**src/rtl/seq_pkg.sv**
```systemverilog
`default_nettype none
// ============================================================================
//  Package     : seq_pkg
//  Description : Shared types and helpers for the layer sequencer: the FSM
//                state enum, the default index width, the {ch,row,col}
//                index triple and a packed-parameter field extractor.
//  Revision    : 1.0 - initial release
// ============================================================================
package seq_pkg;

   // Default width of one index field (channel, row or column).
   localparam int SEQ_IDX_W    = 16;

   // Upper bounds accepted by pkd_field; the top checks its parameters
   // against them at elaboration.
   localparam int MAX_PACKED_W = 1024;
   localparam int MAX_FIELD_W  = 32;

   typedef enum logic [2:0] {
      IDLE   = 3'd0,
      LAUNCH = 3'd1,
      WAIT   = 3'd2,
      XFER   = 3'd3,
      DRAIN  = 3'd4,
      FIN    = 3'd5
   } state_e;

   // Index triple at the default width. The packed order matches the
   // {ch,row,col} layout of rd_index / wr_index.
   typedef struct packed {
      logic [SEQ_IDX_W-1:0] ch;
      logic [SEQ_IDX_W-1:0] row;
      logic [SEQ_IDX_W-1:0] col;
   } idx3_t;

   // Extract field 'idx' of width 'w' from a packed per-layer parameter,
   // field 0 at the LSB. Used on constants only.
   function automatic logic [MAX_FIELD_W-1:0] pkd_field(
      input logic [MAX_PACKED_W-1:0] vec,
      input int unsigned             idx,
      input int unsigned             w
   );
      logic [MAX_PACKED_W-1:0] sh;
      sh        = vec >> (idx * w);
      pkd_field = sh[MAX_FIELD_W-1:0] &
                  ((MAX_FIELD_W'(1) << w) - MAX_FIELD_W'(1));
   endfunction

endpackage : seq_pkg
`default_nettype wire

```
**src/rtl/seq_index_counter.sv**
```systemverilog
`default_nettype none
// ============================================================================
//  Module      : seq_index_counter
//  Description : 3-D wrap counter walking (ch,row,col), col fastest. Column
//                and row wrap at dim_max_i, channel wraps at ch_max_i.
//  Ports       : clk, reset_n   - clock, async active-low reset
//                clear_i        - force index to (0,0,0) (priority over step)
//                step_i         - advance one position
//                ch_max_i       - last channel value
//                dim_max_i      - last row/col value
//                idx_o          - {ch,row,col}
//                last_o         - index is at the final position
//  Revision    : 1.0 - initial release
// ============================================================================
module seq_index_counter
   import seq_pkg::*;
#(
   parameter int IDX_W = SEQ_IDX_W
) (
   input  logic               clk,
   input  logic               reset_n,
   input  logic               clear_i,
   input  logic               step_i,
   input  logic [IDX_W-1:0]   ch_max_i,
   input  logic [IDX_W-1:0]   dim_max_i,
   output logic [3*IDX_W-1:0] idx_o,
   output logic               last_o
);

   logic [IDX_W-1:0] ch_q, row_q, col_q;
   logic [IDX_W-1:0] ch_d, row_d, col_d;
   logic             w_col_wrap, w_row_wrap, w_ch_wrap;

   always_comb begin
      w_col_wrap = (col_q == dim_max_i);
      w_row_wrap = (row_q == dim_max_i);
      w_ch_wrap  = (ch_q  == ch_max_i);
      ch_d       = ch_q;
      row_d      = row_q;
      col_d      = col_q;
      if (clear_i) begin
         ch_d  = '0;
         row_d = '0;
         col_d = '0;
      end else if (step_i) begin
         if (w_col_wrap) begin
            col_d = '0;
            if (w_row_wrap) begin
               row_d = '0;
               ch_d  = w_ch_wrap ? '0 : ch_q + 1'b1;
            end else begin
               row_d = row_q + 1'b1;
            end
         end else begin
            col_d = col_q + 1'b1;
         end
      end
   end

   always_ff @(posedge clk or negedge reset_n) begin
      if (!reset_n) begin
         ch_q  <= '0;
         row_q <= '0;
         col_q <= '0;
      end else begin
         ch_q  <= ch_d;
         row_q <= row_d;
         col_q <= col_d;
      end
   end

   assign idx_o  = {ch_q, row_q, col_q};
   assign last_o = w_col_wrap & w_row_wrap & w_ch_wrap;

endmodule : seq_index_counter
`default_nettype wire

```
**src/rtl/layer_sequencer.sv**
```systemverilog
`default_nettype none
// ============================================================================
//  Module      : layer_sequencer
//  Description : Runs NUM_LAYERS compute layers in order. Each layer gets a
//                start pulse; after its done, its output memory is streamed
//                into the next layer's input memory by a (ch,row,col) walk.
//  Ports       : clk, reset_n    - clock, async active-low reset
//                start, abort    - begin pass (IDLE only) / cancel pass
//                busy, done      - pass active / 1-cycle completion pulse
//                layer_start     - one-hot compute pulse to layer k
//                layer_done      - completion from each layer
//                rd_index        - {ch,row,col} read of layer k output memory
//                wr_index, wr_en - write into layer k+1 input memory
//                cur_layer       - active layer index k
//                perf_cycles     - busy-cycle counter (SEQ_PERF_CNT_EN only)
//  Config      : define SEQ_PERF_CNT_EN to add the perf_cycles counter.
//  Revision    : 1.0 - initial release
// ============================================================================
module layer_sequencer
   import seq_pkg::*;
#(
   parameter int NUM_LAYERS = 4,
   parameter int IDX_W      = SEQ_IDX_W,
   parameter logic [NUM_LAYERS*IDX_W-1:0] LAYER_OUT_CH  =
      {16'd32, 16'd32, 16'd16, 16'd16},
   parameter logic [NUM_LAYERS*IDX_W-1:0] LAYER_OUT_DIM =
      {16'd5, 16'd11, 16'd13, 16'd26}
) (
   input  logic                  clk,
   input  logic                  reset_n,
   input  logic                  start,
   input  logic                  abort,
   output logic                  busy,
   output logic                  done,
   output logic [NUM_LAYERS-1:0] layer_start,
   input  logic [NUM_LAYERS-1:0] layer_done,
   output logic [3*IDX_W-1:0]    rd_index,
   output logic [3*IDX_W-1:0]    wr_index,
   output logic [NUM_LAYERS-1:0] wr_en,
   output logic [IDX_W-1:0]      cur_layer
`ifdef SEQ_PERF_CNT_EN
   ,
   output logic [31:0]           perf_cycles
`else
   // perf_cycles port not present in this build
`endif
);

   localparam int K_W = (NUM_LAYERS > 1) ? $clog2(NUM_LAYERS) : 1;

   // ------------------------------------------------------------------
   // Per-layer wrap limits, unpacked from the packed parameters
   // ------------------------------------------------------------------
   logic [IDX_W-1:0] w_ch_max  [NUM_LAYERS];
   logic [IDX_W-1:0] w_dim_max [NUM_LAYERS];

   if (NUM_LAYERS < 1 || IDX_W < 1 || IDX_W > MAX_FIELD_W ||
       NUM_LAYERS * IDX_W > MAX_PACKED_W) begin : g_bad_cfg
      $error("layer_sequencer: unsupported NUM_LAYERS/IDX_W combination");
   end

   for (genvar g = 0; g < NUM_LAYERS; g++) begin : g_dims
      localparam logic [MAX_FIELD_W-1:0] C_CH  =
         pkd_field(MAX_PACKED_W'(LAYER_OUT_CH), g, IDX_W);
      localparam logic [MAX_FIELD_W-1:0] C_DIM =
         pkd_field(MAX_PACKED_W'(LAYER_OUT_DIM), g, IDX_W);

      if (C_CH == 0 || C_DIM == 0) begin : g_bad_dim
         $error("layer_sequencer: layer %0d has zero channels or dimension", g);
      end

      assign w_ch_max[g]  = IDX_W'(C_CH - 1);
      assign w_dim_max[g] = IDX_W'(C_DIM - 1);
   end

   // ------------------------------------------------------------------
   // State and datapath registers
   // ------------------------------------------------------------------
   state_e             state_q, state_d;
   logic [K_W-1:0]     k_q, k_d;
   logic               wr_vld_q, wr_vld_d;
   logic [3*IDX_W-1:0] wr_idx_q, wr_idx_d;

   logic [3*IDX_W-1:0] w_rd_idx;
   logic               w_cnt_last;
   logic               w_cnt_clear;
   logic               w_cnt_step;
   logic               w_last_layer;

   assign w_last_layer = (k_q == K_W'(NUM_LAYERS - 1));

   // The counter sits at (0,0,0) whenever the next state is not XFER, so
   // it is ready on the first transfer cycle and rd_index reads zero
   // outside transfers (including straight after an abort).
   seq_index_counter #(
      .IDX_W     (IDX_W)
   ) u_idx_cnt (
      .clk       (clk),
      .reset_n   (reset_n),
      .clear_i   (w_cnt_clear),
      .step_i    (w_cnt_step),
      .ch_max_i  (w_ch_max[k_q]),
      .dim_max_i (w_dim_max[k_q]),
      .idx_o     (w_rd_idx),
      .last_o    (w_cnt_last)
   );

   // State register
   always_ff @(posedge clk or negedge reset_n) begin
      if (!reset_n) begin
         state_q  <= IDLE;
         k_q      <= '0;
         wr_vld_q <= 1'b0;
         wr_idx_q <= '0;
      end else begin
         state_q  <= state_d;
         k_q      <= k_d;
         wr_vld_q <= wr_vld_d;
         wr_idx_q <= wr_idx_d;
      end
   end

   // Next-state logic
   always_comb begin
      state_d = state_q;
      k_d     = k_q;
      if (state_q != IDLE && abort) begin
         state_d = IDLE;
         k_d     = '0;
      end else begin
         case (state_q)
            IDLE: begin
               if (start) begin
                  state_d = LAUNCH;
                  k_d     = '0;
               end
            end
            LAUNCH: state_d = WAIT;
            WAIT: begin
               if (layer_done[k_q]) begin
                  state_d = w_last_layer ? FIN : XFER;
               end
            end
            XFER: begin
               if (w_cnt_last) begin
                  state_d = DRAIN;
               end
            end
            DRAIN: begin
               state_d = LAUNCH;
               k_d     = k_q + 1'b1;
            end
            FIN: begin
               state_d = IDLE;
               k_d     = '0;
            end
            default: begin
               state_d = IDLE;
               k_d     = '0;
            end
         endcase
      end

      w_cnt_clear = (state_d != XFER);
      w_cnt_step  = (state_q == XFER);

      // Output memories read with one cycle of latency, so the write side
      // is the read index delayed by one register stage.
      wr_vld_d = (state_q == XFER) && !abort;
      wr_idx_d = wr_vld_d ? w_rd_idx : '0;
   end

   // Output logic
   always_comb begin
      busy        = (state_q != IDLE);
      done        = (state_q == FIN);
      layer_start = (state_q == LAUNCH) ? (NUM_LAYERS'(1) << k_q) : '0;
      // Destination is layer k+1; shifting 2 by k keeps bit 0 clear.
      wr_en       = wr_vld_q ? (NUM_LAYERS'(2) << k_q) : '0;
      rd_index    = w_rd_idx;
      wr_index    = wr_idx_q;
      cur_layer   = IDX_W'(k_q);
   end

`ifdef SEQ_PERF_CNT_EN
   logic [31:0] perf_q;

   always_ff @(posedge clk or negedge reset_n) begin
      if (!reset_n) begin
         perf_q <= '0;
      end else if (state_q == IDLE && start) begin
         perf_q <= '0;
      end else if (state_q != IDLE && perf_q != 32'hFFFF_FFFF) begin
         perf_q <= perf_q + 32'd1;
      end
   end

   assign perf_cycles = perf_q;
`else
   // No performance counter in this build.
`endif

endmodule : layer_sequencer
`default_nettype wire
```
**config.mk**
```make
export PLATFORM = sky130hd
export DESIGN_NAME = layer_sequencer
export DESIGN_NICKNAME = d
export VERILOG_FILES = /design/src/rtl/seq_pkg.sv /design/src/rtl/seq_index_counter.sv /design/src/rtl/layer_sequencer.sv
export SDC_FILE = /design/constraint.sdc
export NUM_CORES = 1
export LEC_CHECK = 0
export ABC_AREA = 0
export CORE_MARGIN = 10
export CORE_UTILIZATION = 46
export CTS_CLUSTER_DIAMETER = 120
export DETAILED_ROUTE_END_ITERATION = 8
export MAX_ROUTING_LAYER = met4
export PLACE_DENSITY = 0.76
export SYNTH_ARGS = -nofsm -noshare
export SYNTH_HDL_FRONTEND = slang
export SYNTH_HIERARCHICAL = 1
export SYNTH_SLANG_ARGS = --single-unit
```
**constraint.sdc**
```tcl
create_clock -name clk -period 3.8 [get_ports clk]
set_clock_uncertainty 0.1 [all_clocks]
set_input_delay 0.38 -clock clk [delete_from_list [all_inputs] [get_ports clk]]
set_output_delay 0.38 -clock clk [all_outputs]
set_load 0.01 [all_outputs]
```
== After elaboration in Yosys (flattened, before gate mapping) ==
Cells that the tools add are included.

* Bits in registers: 102
* Bits of input ports: 8
* Output and inout bits: 122
* Logic and storage cells: 74

* Add/sub/neg operators: 4
* $lt $le $gt $ge: 2
* Eq/ne operators: 12
* Shift operators: 2
* Multiplexer cells: 32
* Bitwise gates (word level): 3
* Reduce and logical (&&, ||, !) cells: 12

{| class="wikitable"
|+ Operators with widths
! operator !! count
|-
| 2-to-1 mux 16 bit || 16
|-
| binary-select mux 16 bit (select 2 bit) || 2
|-
| adder 16 x 1 -> 16 bit (second input constant) || 3
|-
| equality test 16 bit || 3
|-
| 2-to-1 mux 48 bit || 1
|-
| 2-to-1 mux 3 bit || 5
|-
| case mux 3 bit (5 select lines) || 1
|-
| 2-to-1 mux 4 bit || 2
|-
| equality test 3 x 2 -> 1 bit (second input constant) || 2
|-
| equality test 3 bit (second input constant) || 2
|-
| case mux 2 bit (3 select lines) || 1
|-
| nonzero test 2 bit || 3
|-
| 2-to-1 mux 2 bit || 2
|-
| AND reduction 2 bit || 2
|-
| left shift 1 x 2 -> 4 bit (first input constant) || 1
|-
| left shift 2 x 2 -> 4 bit (first input constant) || 1
|-
| equality test 3 x 1 -> 1 bit (second input constant) || 1
|-
| >= comparator 3 bit (second input constant) || 1
|-
| logical NOT 3 bit || 1
|-
| less-than comparator 2 x 3 -> 1 bit (second input constant) || 1
|-
| inequality test 3 x 2 -> 1 bit (second input constant) || 1
|-
| inequality test 3 bit (second input constant) || 1
|-
| NOT 2 -> 3 bit || 1
|-
| AND reduction 3 bit || 1
|-
| other kinds (10) || 12
|}

== Longest topological paths before layout ==
* Word-level depth: 13
* Gate-level depth with buffers: 19
* Depth with buffers taken out: 15

== Hierarchy ==
Netlist, hierarchy kept.

{| class="wikitable"
|+ Modules (own cells, without submodules)
! module !! instances !! cells an instance !! area each (µm²) !! sequential area each (µm²)
|-
| seq_index_counter || 1 || 418 || 3632.2 || 1201.2
|-
| layer_sequencer || 1 || 174 || 2149.6 || 1351.3
|}

== Least setup slack after synthesis ==
Ideal clock, no wire load.

* Path kind: flip-flop to flip-flop
* From: register k_q[0]
* To: register u_idx_cnt.col_q[15]
* Library setup time: 121 ps
* Arrival: 3634 ps
* Required time: 3579 ps
* Path slack: -55 ps
* Stages on the path, launching flop included: 19
* Path buffers: 3
* Clock period less this slack: 3855 ps
* Path through: dfrtp_1 -> inv_1 -> ha_1 -> xor2_1 -> nor4_1 -> and4_1 -> buf_4 -> nand2_1 -> buf_2 -> nor2_1 -> nand2_1 -> nand3b_1 -> a32o_1 -> buf_2 -> o2111ai_1 -> nor4_1 -> nand3_1 -> xor2_1 -> nor2_1

* Word-level cells in the longest chain between the ends: 12
* Elaborated cells on any way between the ends: 25
* Classes of those cells: eq/ne: 5; mux: 16; bitwise: 3; reduce/logical: 1

{| class="wikitable"
|+ Ends and longest elaborated chain
! element !! RTL line !! source
|-
| start: declaration || layer_sequencer.sv:80 || <nowiki>logic [K_W-1:0] k_q, k_d;</nowiki>
|-
| start signal: assignment || layer_sequencer.sv:117 || <nowiki>k_q <= k_d;</nowiki>
|-
| NOT 2 -> 3 bit (not written as such) (*) || layer_sequencer.sv:102, layer_sequencer.sv:103 ||
|-
| binary-select mux 16 bit (select 2 bit) || layer_sequencer.sv:103 || <nowiki>.dim_max_i (w_dim_max[k_q]),</nowiki>
|-
| 2-to-1 mux 16 bit (not written as such) (2 in series) || layer_sequencer.sv:103 ||
|-
| equality test 16 bit, on equally long branches || seq_index_counter.sv:35, seq_index_counter.sv:36 ||
|-
| bitwise AND 1 bit || seq_index_counter.sv:73 || <nowiki>assign last_o = w_col_wrap & w_row_wrap & w_ch_wrap;</nowiki>
|-
| bitwise AND 1 bit (*) || seq_index_counter.sv:73 ||
|-
| net w_cnt_last || layer_sequencer.sv:85 || <nowiki>logic w_cnt_last;</nowiki>
|-
| 2-to-1 mux 3 bit (*) || layer_sequencer.sv:145 || <nowiki>if (w_cnt_last) begin</nowiki>
|-
| case mux 3 bit (5 select lines) (*) || layer_sequencer.sv:131 || <nowiki>case (state_q)</nowiki>
|-
| 2-to-1 mux 3 bit (*) || layer_sequencer.sv:127 || <nowiki>if (state_q != IDLE && abort) begin</nowiki>
|-
| inequality test 3 x 2 -> 1 bit (*) || layer_sequencer.sv:164 || <nowiki>w_cnt_clear = (state_d != XFER);</nowiki>
|-
| net w_cnt_clear || layer_sequencer.sv:86 || <nowiki>logic w_cnt_clear;</nowiki>
|-
| 2-to-1 mux 16 bit / nonzero test 2 bit (equally long branches) || - ||
|-
| end signal: assignment || seq_index_counter.sv:68 || <nowiki>col_q <= col_d;</nowiki>
|-
| end: declaration || seq_index_counter.sv:30 || <nowiki>logic [IDX_W-1:0] ch_q, row_q, col_q;</nowiki>
|}

The timed path passes the listed nets; every way through them passes the cells marked *. The select of a mux whose other input is x is not followed.
A chain may end at the register's enable or synchronous reset.

== Worst setup path in the final report ==
Same ends and word-level chain as after synthesis.

==> impl_metrics.py <==
metrics = {
    "placement": {
        "place_congestion": 0.838,
        "io_buffers": 114,
        "hpwl_mm": 11.5,
    },
    "power_and_ir_drop": {
        "ir_worst_vdd_mv": 0.178,
        "power_mw": 2.38,
        "leakagePower_nw": 3.24,
        "power_density_nw_per_um2": 315,
    },
    "cts": {
        "cts_made_buffers": 9,
        "insertion_delay_ns": 0.35,
        "clock-sinks": 102,
        "htree_levels": 3,
        "path_clk_slew_ns": 0.07,
        "cts_tree": "yes",
        "clockBufferDepth": 2,
        "cts-root-buf": "clkbuf_16",
    },
    "timing": {
        "hold_violations": 0,
        "finalCriticalPeriod_ns": 3.49,
        "fmax_ghz": 0.286,
        "setup_violations": 0,
        "rsz0062_at_grt": "false",
        "worst_pin_slew_ns": 1.21,
        "slew_viol_final": 0,
        "setup-tns-final_ns": 0,
        "fin_crit_sh": 0.919,
        "max_slew_margin": 0.184,
    },
    "critical_path": {
        "critPathCaptureType": "flop",
        "path_cells": "inv_1, ha_2, xor2_1, nor4_2, and4_1, nand2_1, nor2_1, nand2_1, nand3b_1, a32o_2, o2111ai_2, nor4_2, nand3_1, xor2_1, nor2_1",
        "cpPeakStageDelay_ns": 0.45,
        "r2r-end": "u_idx_cnt/col_q[15]",
        "cp-endpoint": "u_idx_cnt/col_q[15]",
        "reg2regPathDepth": 15,
        "arrival_ns": 3.58,
        "cp-start-kind": "flop",
        "startpoint": "k_q[0]",
        "crit_required_ns": 3.88,
        "rrSetupSlack_ns": 0.31,
        "worst-setup-path-type": "reg -> reg",
        "crit_slowest_cell": "nor4_2",
        "cp_max_fo": 6,
        "rr_startpoint": "k_q[0]",
    },
    "floorplanning": {
        "initial_utilization": 0.475,
        "die_height_um": 132,
        "die_area_um2": 17500,
        "row_count": 40,
        "ios": 130,
        "core_um2": 12200,
        "die_w_um": 132,
    },
    "yosys": {
        "yosysWarnings": 6,
        "ys_seq_elements": 102,
        "seq_area_frac_synth": 0.441,
        "synthArstFlopShare": 1.00,
        "syn_area_um2": 5780,
        "syn_inst": 592,
        "synth_flop_cell": "dfrtp_1",
        "syn_area_per_cell_um2": 9.77,
        "synth_cell_types": 56,
        "synth_edf_count": 0,
    },
    "global_routing": {
        "grt_pass1_vias": 5156,
        "grt_usage": 0.187,
        "grt_max_degree": 69,
        "antenna_found_initial": 0,
        "grt_pass1_wl_mm": 26.6,
        "overflow": 0,
    },
    "layout": {
        "layout_common_cells": "113 x clkdlybuf4s50_1, 102 x dfrtp_1, 62 x and2_1",
        "seqCellArea_um2": 2550,
        "nets": 751,
        "area_growth_pct": 30.5,
        "nFillCells": 998,
        "multiInputGateArea_um2": 3140,
        "layout_commonest_cell": "clkdlybuf4s50_1",
        "drive_above_1_share": 0.0797,
        "antennaDiodeCount": 0,
    },
    "drt": {
        "drt_iter0_markers": 546,
        "antenna_left": 0,
        "routed_wl_mm": 16.3,
        "dr.pass1.iters": 5,
        "routed_via_density": 5.63,
        "vias": 5112,
        "wl_per_cell_um": 17.9,
        "drc": 0,
    },
    "flow_run": {
        "maxCapViolCount": 0,
    },
    "run_status": {
        "status": "finished, final reports clean",
    },
    "worst_hold_path": {
        "hold_path.class": "in -> async",
    },
}
==> Yosys cell counts (4+ instances only) <==
cell       number  share of area
a2bb2oi_1       5         0.0076
a21oi_1         9         0.0078
nand2b_1        4         0.0043
clkbuf_1       25          0.016
a211o_1         4         0.0061
buf_4          18          0.023
nand3_1        17          0.015
nand4_1        23          0.025
inv_1           7         0.0045
o21ai_0        19          0.016
or3_1           5         0.0054
a32o_1         14          0.024
dfrtp_1       102           0.44
nor2b_1        16          0.017
xnor2_1         4         0.0061
and3_1          9         0.0097
a31oi_1         5         0.0054
and2_1         62          0.067
and4_1          4         0.0061
ha_1            8          0.017
xor2_1         56          0.085
or4b_1          4         0.0069
nand2_1        31          0.020
nor3_1         10         0.0087
nor2_1         39          0.025
buf_2           5         0.0043
nor3b_1         7         0.0091
nor4_1         16          0.017
o211ai_1       22          0.029
==> metal layers <==
metal,global-route usage,vias to the layer above,part of all wire
li1,-,2333,-
met1,0.226,2520,0.43
met2,0.298,232,0.49
met3,0.0362,27,0.061
met4,0.0803,0,0.021
met5,-,-,0
==> state kept, by name (all words and copies together) (netlist names) <==
signal	cells
wr_index	48
u_idx_cnt/col_q	16
u_idx_cnt/row_q	16
state_q	3
wr_vld_q	1
u_idx_cnt/ch_q	16
k_q	2
==> cell families after synthesis <==
logic type	synth area share
compound gates	0.118
simple gates	0.267
mux	0.00931
xor+xnor	0.0909
fa+ha+maj	0.0173
buf+inv	0.0550
other cells	0.00130
flops	0.441
==> worst min path at each step <==
| stage | start | cells after the start | to |
|---|---|---|---|
| floorplan | reset_n | 0 | k_q[0] |
| detailed placement | reset_n | 1 | wr_index[2] |
| finish | reset_n | 1 | wr_index[2] |
| global route | reset_n | 1 | wr_index[2] |
| global placement | reset_n | 1 | wr_index[2] |
| CTS | reset_n | 1 | wr_index[2] |
==> critical path, delay by kind of cell, from the launching register on <==
| family | cells | cell delay [ns] |
|---|---|---|
| DFF | 1 | 0.38 |
| adders and majority gates | 1 | 0.29 |
| buffers and inverters | 1 | 0.12 |
| AOI/OAI and AO/OA | 2 | 0.39 |
| and+or+nand+nor | 9 | 1.77 |
| xor gates and xnor gates | 2 | 0.27 |
==> power by group <==
part           internal (mW)  switching, mW  leakage (nW)
clock network          0.579          0.415         0.152
registers               1.09         0.0173          1.42
logic                 0.0844          0.190          1.66
total                   1.75          0.622          3.24
==> metrics by stage <==
step	worst slack, ns	area [um2]	cells	hold WS (ns)	util
2_1_floorplan	0.0429	5980	642	-0.0156	-
3_3_place_gp	0.456	7190	892	0.438	0.591
3_5_place_dp	0.243	7190	892	0.439	0.591
4_1_cts	0.214	7510	908	0.0672	0.617
5_1_grt	0.0177	7540	908	0.111	0.620
6_report	0.306	7540	908	0.0398	0.620
==> layout make-up <==
cell class                 instances  share of cell area
timing repair buffer             134               0.171
inverter                           7             0.00348
tap                              168              0.0279
multi-input combinational        481               0.417
clock buffer                       9              0.0299
sequential                       102               0.338
clock inverter                     7              0.0129
==> timing repair <==
| item | CTS | global route |
|---|---|---|
| buffers inserted | 0 | 0 |
| endpoints found under the setup margin | 0 | 12 |
| hold buffers | 0 | 0 |
| gates resized for setup | 0 | 6 |
(Power assumes the default switching activity.)
